### config.mk
export PLATFORM = sky130hd
export DESIGN_NAME = uart_rx
export DESIGN_NICKNAME = d
export VERILOG_FILES = /design/src/rtl/uart_rx.sv
export SDC_FILE = /design/constraint.sdc
export NUM_CORES = 1
export LEC_CHECK = 0
export ABC_AREA = 1
export CAP_MARGIN = 20
export CORE_ASPECT_RATIO = 1.75
export CORE_MARGIN = 2
export CORE_UTILIZATION = 50
export DETAILED_ROUTE_END_ITERATION = 10
export PLACE_DENSITY = 0.74
export SYNTH_ARGS = -nofsm -noshare
export SYNTH_HDL_FRONTEND = slang
export SYNTH_SLANG_ARGS = --single-unit
### constraint.sdc
create_clock -name i_clk -period 4.05 [get_ports i_clk]
set_input_delay 0.81 -clock i_clk [delete_from_list [all_inputs] [get_ports i_clk]]
set_output_delay 0.81 -clock i_clk [all_outputs]
set_load 0.01 [all_outputs]
### src/rtl/uart_rx.sv
// uart_rx: 16x-oversampled asynchronous serial receiver, LSB first.
// Optional even-parity check is compiled in by defining UART_RX_PARITY_EN;
// without it the parity state is absent and o_parity_err is tied low.
//
// state  | meaning
// -------+-----------------------------------------------------------
// IDLE   | line idle, waiting for rx_s to fall
// START  | counting to the middle of the start bit to confirm it
// DATA   | sampling NB_DATA data bits at bit centres
// PARITY | sampling the parity bit (UART_RX_PARITY_EN only)
// STOP   | waiting out the stop bit(s), then publishing the frame
module uart_rx #(
  parameter int NB_DATA = 8,
  parameter int SB_TICK = 16
) (
  input  logic               i_clk,
  input  logic               i_reset,
  input  logic               i_s_tick,
  input  logic               i_rx,
  output logic [NB_DATA-1:0] o_data,
  output logic               o_rx_done_tick,
  output logic               o_frame_err,
  output logic               o_parity_err
);

  // tick counter must reach SB_TICK-1 in STOP, so it grows past 4 bits for long stops
  localparam int SW = (SB_TICK > 16) ? $clog2(SB_TICK) : 4;
  localparam int NW = $clog2(NB_DATA);

  localparam logic [SW-1:0] S_MID      = SW'(7);
  localparam logic [SW-1:0] S_BIT_END  = SW'(15);
  localparam logic [SW-1:0] S_STOP_END = SW'(SB_TICK - 1);
  localparam logic [NW-1:0] N_LAST     = NW'(NB_DATA - 1);

`ifdef UART_RX_PARITY_EN
  typedef enum logic [2:0] {IDLE, START, DATA, PARITY, STOP} state_t;
  localparam state_t DATA_EXIT = PARITY;
`else
  typedef enum logic [2:0] {IDLE, START, DATA, STOP} state_t;
  localparam state_t DATA_EXIT = STOP;
`endif

  state_t             state;
  logic [SW-1:0]      s;
  logic [NW-1:0]      n;
  logic [NB_DATA-1:0] shreg;
  logic               rx_meta;
  logic               rx_s;

`ifdef UART_RX_PARITY_EN
  logic               par_bit;
`else
  assign o_parity_err = 1'b0;
`endif

  // two-flop synchronizer on the asynchronous line; both stages reset to idle-high
  always_ff @(posedge i_clk) begin
    if (i_reset) begin
      rx_meta <= 1'b1;
      rx_s    <= 1'b1;
    end else begin
      rx_meta <= i_rx;
      rx_s    <= rx_meta;
    end
  end

  // receive FSM with registered outputs; everything but start detection waits for a tick
  always_ff @(posedge i_clk) begin
    if (i_reset) begin
      state          <= IDLE;
      s              <= '0;
      n              <= '0;
      shreg          <= '0;
      o_data         <= '0;
      o_rx_done_tick <= 1'b0;
      o_frame_err    <= 1'b0;
`ifdef UART_RX_PARITY_EN
      par_bit        <= 1'b0;
      o_parity_err   <= 1'b0;
`endif
    end else begin
      o_rx_done_tick <= 1'b0;
      case (state)
        IDLE: begin
          if (!rx_s) begin
            state <= START;
            s     <= '0;
          end
        end
        START: begin
          if (i_s_tick) begin
            if (s == S_MID) begin
              if (!rx_s) begin
                state <= DATA;
                s     <= '0;
                n     <= '0;
              end else begin
                state <= IDLE;
              end
            end else begin
              s <= s + 1'b1;
            end
          end
        end
        DATA: begin
          if (i_s_tick) begin
            if (s == S_BIT_END) begin
              s     <= '0;
              shreg <= {rx_s, shreg[NB_DATA-1:1]};
              if (n == N_LAST) begin
                state <= DATA_EXIT;
              end else begin
                n <= n + 1'b1;
              end
            end else begin
              s <= s + 1'b1;
            end
          end
        end
`ifdef UART_RX_PARITY_EN
        PARITY: begin
          if (i_s_tick) begin
            if (s == S_BIT_END) begin
              par_bit <= rx_s;
              state   <= STOP;
              s       <= '0;
            end else begin
              s <= s + 1'b1;
            end
          end
        end
`endif
        STOP: begin
          if (i_s_tick) begin
            if (s == S_STOP_END) begin
              state          <= IDLE;
              o_data         <= shreg;
              o_frame_err    <= ~rx_s;
              o_rx_done_tick <= 1'b1;
`ifdef UART_RX_PARITY_EN
              o_parity_err   <= ^{shreg, par_bit};
`endif
            end else begin
              s <= s + 1'b1;
            end
          end
        end
        default: state <= IDLE;
      endcase
    end
  end

endmodule
==> flow_summary.yaml <==
status:
  status: "complete, no violations"
floorplanning:
  initial_core_util: 0.520
  die_h_um: 70.9
  io_pins: 15
  rows: 24
  core-area_um2: 2460
  die_area_um2: 3000
  die_x_um: 42.2
min_path:
  min_path_type: "reg -> reg"
clock_network:
  cts_max_path_buffers: 2
  insertion_delay_ns: 0.28
  clkTransAtPathRegs_ns: 0.06
  cts_buffers: 5
  cts_sinks: 29
  htreeDepth: 2
  ctsHoldBuffers: 0
  cts_tree: "done"
  cts-root-buf: "clkbuf_8"
  postCtsSetupBuffers: 0
  ctsResizeCount: 0
timing:
  setup_viol: 0
  tightest_slew_ns: 0.598
  tns_ns: 0
  fin_crit_sh: 0.596
  rsz0062_at_grt: "false"
  slew_viol_final: 0
  clock.fmax_ghz: 0.415
  relSlewSlack: 0.599
  period_needed_ns: 2.41
  hold_viol: 0
  finClkSkew_ns: 0.00807
global_route:
  overflow: 0
  top_usage_layer: "met2"
  grtUsageMet2: 0.338
  grt_max_degree: 23
  antenna_found_initial: 0
  grt_util_met1: 0.234
  grt_usage: 0.209
  grt_pass1_vias: 1147
  grtUsageMet3: 0.0689
  grt_pass1_wl_mm: 4.80
power_and_ir_drop:
  p_leak_uw: 0.000710
  ir_drop_mv: 0.313
  powerDensity_nw_per_um2: 404
  power_uw: 605
finish:
  finalNonFillerCells: 218
  syn_to_final_growth_pct: 16.8
  n_antenna_cell: 0
  drive_above_1_share: 0.0885
  fin_nets: 198
placed_design:
  dp_cells: 210
  dp_hpwl_mm: 1.92
  io_buffers: 13
  gp_congestion: 0.892
logic_synthesis:
  syn_area_um2: 1280
  synthTopCellsByCount: "nor2_1 (44), nand2_1 (35), dfxtp_1 (29)"
  ys_warn_count: 0
  synth_cells: 176
  synthArstFlopShare: 0
  synth.most_common_cell: "nor2_1"
  yosysUniqueCellTypes: 21
  ys_ff_latch: 29
  yosysTopAreaCellShare: 0.454
  yosys.area.top_type: "dfxtp_1"
  syn_avg_cell_area_um2: 7.27
  ys_top_cells_by_area: "dfxtp_1 (45%), nor2_1 (13%), nand2_1 (10%)"
  synthFlopType: "dfxtp_1"
  synth-seq-area-share: 0.454
  synth_edf_count: 0
  synth_nets: 183
worst_setup_path:
  cp-end-kind: "flip-flop"
  worstPathArrival_ns: 2.58
  worstPathRequired_ns: 4.22
  worstSetupPathType: "in -> reg"
  cp-start-kind: "primary input"
  crit_path_max_fanout: 11
drt:
  viasPerCell: 5.20
  drtIter0Drc: 35
  drtAntennaViolNets: 0
  routed_wirelength_mm: 2.64
  drc_errors: 0
  wl_per_cell_um: 12.1
  dr_total_vias: 1133
  drt_first_pass_iters: 4
job:
  maxCapViolCount: 0
power by group:
group | total [uW] | switching (uW) | internal [uW] | leakage [uW]
Sequential | 304 | 10.1 | 294 | 0.000234
Combinational | 73.0 | 48.6 | 24.4 | 0.000430
Clock | 227 | 108 | 119 | 0.0000450
Total | 605 | 167 | 437 | 0.000710
registers in the layout (all words and copies together) (netlist names):
| name | count |
|---|---|
| state | 2 |
| o_rx_done_tick | 1 |
| o_data | 8 |
| rx_s | 1 |
| rx_meta | 1 |
| shreg | 8 |
| o_frame_err | 1 |
| s | 4 |
| n | 3 |
layout make-up:
type / count / area, um^2
Multi-Input combinational cell: 130 / 624
Sequential cell: 29 / 581
Tap cell: 26 / 32.5
Clock buffer: 6 / 72.6
Timing Repair Buffer: 13 / 130
Fill cell: 233 / 967
Clock inverter: 2 / 10.0
Inverter: 12 / 45.0
logic make-up (layout without fill, tap and decap cells):
kind of cell	count (synthesis)	count (layout)	synth area share
AND/OR/NAND/NOR	95	95	0.329
AO/OA/AOI/OAI	30	30	0.119
flip-flops	29	29	0.454
buffers and inverters	17	33	0.0586
adder cells (fa/ha/maj)	3	3	0.0293
other	1	1	0.00293
XOR/XNOR	1	1	0.00684
critical path: stages:
cell             delay [ns]
clkdlybuf4s50_1        0.48
inv_1                  0.11
nor3_2                 0.54
clkinv_1               0.39
nor2_1                 0.19
nor2_1                 0.07
layer usage:
metal / wire length [um] / vias up
met5: 0 / -
met4: 66 / 0
met3: 112 / 5
met2: 1350 / 26
met1: 1110 / 511
li1: - / 591
metrics by stage:
stage / hold WS (ns) / cell area [um^2] / util / worst slack (ns)
6_report: 0.407 / 1500 / 0.607 / 1.64
5_1_grt: 0.427 / 1500 / 0.607 / 1.43
4_1_cts: 0.410 / 1500 / 0.607 / 1.60
3_5_place_dp: 0.400 / 1410 / 0.574 / 1.32
3_3_place_gp: 0.396 / 1410 / 0.574 / 1.41
2_1_floorplan: 0.389 / 1280 / - / 2.49
cell usage in the layout (no fill, tap or decap), drive strengths merged:
cell type / instances
inv: 11
o21ai: 21
nor2: 45
nand3: 9
a21oi: 8
nand2: 36
clkinv: 3
conb: 1
or2: 3
xor2: 1
clkbuf: 6
dfxtp: 29
o21bai: 1
ha: 3
clkdlybuf4s50: 13
nor3: 2
path summary, 6_finish.rpt:
| kind | from | endpoint | slack [ns] | cells past startpoint |
|---|---|---|---|---|
| worst max-delay path | i_s_tick | o_data[5] | 1.64 | 6 |
| worst min-delay path | rx_meta | rx_s | 0.41 | 1 |
| worst max register to register | s[0] | o_data[5] | 1.99 | 6 |
| worst min register to register | rx_meta | rx_s | 0.41 | 1 |
No activity file was read; power rests on OpenSTA's default activity.
==> RTL change (same flow settings) <==
Register the output `o_frame_err` once more, with the module's reset; this adds one clock of latency there. The other outputs are not delayed to match.
--- a/src/rtl/uart_rx.sv
+++ b/src/rtl/uart_rx.sv
@@ -33,2 +33,4 @@
   localparam logic [NW-1:0] N_LAST     = NW'(NB_DATA - 1);
+
+  logic o_frame_err_s0;
 
@@ -75,3 +77,3 @@
       o_rx_done_tick <= 1'b0;
-      o_frame_err    <= 1'b0;
+      o_frame_err_s0 <= 1'b0;
 `ifdef UART_RX_PARITY_EN
@@ -137,3 +139,3 @@
               o_data         <= shreg;
-              o_frame_err    <= ~rx_s;
+              o_frame_err_s0 <= ~rx_s;
               o_rx_done_tick <= 1'b1;
@@ -152,2 +154,10 @@
 
+  always_ff @(posedge i_clk) begin
+    if (i_reset) begin
+      o_frame_err <= '0;
+    end else begin
+      o_frame_err <= o_frame_err_s0;
+    end
+  end
+
 endmodule
Check against the original RTL: no difference found for any inputs over 10 cycles, from zero or initial values and one cycle with i_reset high; that may be too few to reach the edited logic, so the function may still have changed.
==> RTL change against the original RTL <==
Maximum frequency up 19%; sequential cell count up 1; non-clock buffer count unchanged; setup slack better by 390 ps; power up 4.4%; count of clock-buffer cells in the layout unchanged; cell area up 3.3%; routed wire length up 4.0%; synthesized area up 4.1%; sequential power up 3%; clock power up 8%; via count up 2.0%; highest routed layer unchanged.
==> RTL change: results <==
group,metric,value,unit
outcome,outcome,"finished clean",
logic_synthesis,syn-num-nets,190,
global_route,grtUsageMet2,37.7,%
power,switching_share,26.5,%
global_route,grt_max_degree,21,
placement,pre_cts_slack,1750,ps
routing,m1WireLength,1070,um
critical_path,crit_arrival,2190,ps
routing,totalWireLength,2750,um
routing,vias_per_cell,5.16,
placement,placedCellCount,216,
global_route,grt_first_pass_wirelength,4690,um
logic_synthesis,synthTopCellsByCount,"nor2_1 (43), nand2_1 (39), dfxtp_1 (30)",
global_route,use_met1,20.1,%
placement,place_area,0.00145,mm2
cells_and_area,final_nets,204,
timing,skew,5.90,ps
critical_path,cpMaxStageDelayCell,"clkdlybuf4s50_1",
power,leakagePower,0.712,nW
critical_path,reg2reg_depth,7,
placement,routabilityCongestion,0.853,
global_route,groute.usage.overall,20.3,%
global_route,grt_pass1_vias,1085,
power,ir_drop,0.317,mV
routing,wl_met3,52,um
placement,hpwl,2090,um
logic_synthesis,syn_inst,183,
power,combPwrFrac,11.7,%
global_route,use_met3,3.73,%
routing,drt_iter0_drc,22,
cells_and_area,drive_gt1_share,9.09,%
critical_path,critical-path-max-stage-delay,420,ps
## RTL change: area by class of cell
| class | instances | area [um2] |
|---|---|---|
| Tap cell | 26 | 32.5 |
| Timing Repair Buffer | 13 | 130 |
| Sequential cell | 30 | 601 |
| Clock buffer | 6 | 82.6 |
| Clock inverter | 2 | 12.5 |
| Inverter | 15 | 56.3 |
| Fill cell | 233 | 977 |
| Multi-Input combinational cell | 132 | 631 |
## RTL change: final timing paths
path         startpoint         to  slack [ps]
min reg2reg     rx_meta       rx_s         420
max reg2reg        s[0]  o_data[5]        2330
max            i_s_tick  o_data[5]        2030
min             rx_meta       rx_s         420
## RTL change: logic make-up (layout without fill, tap and decap cells)
logic type               count (synthesis)  count (layout)  synth area share, %
AO/OA/AOI/OAI                           28              28                 10.8
adder cells (fa/ha/maj)                  3               3                 2.82
buffers and inverters                   21              36                 7.61
flip-flops                              30              30                 45.1
other                                    1               1                0.281
AND/OR/NAND/NOR                        100             100                 33.4
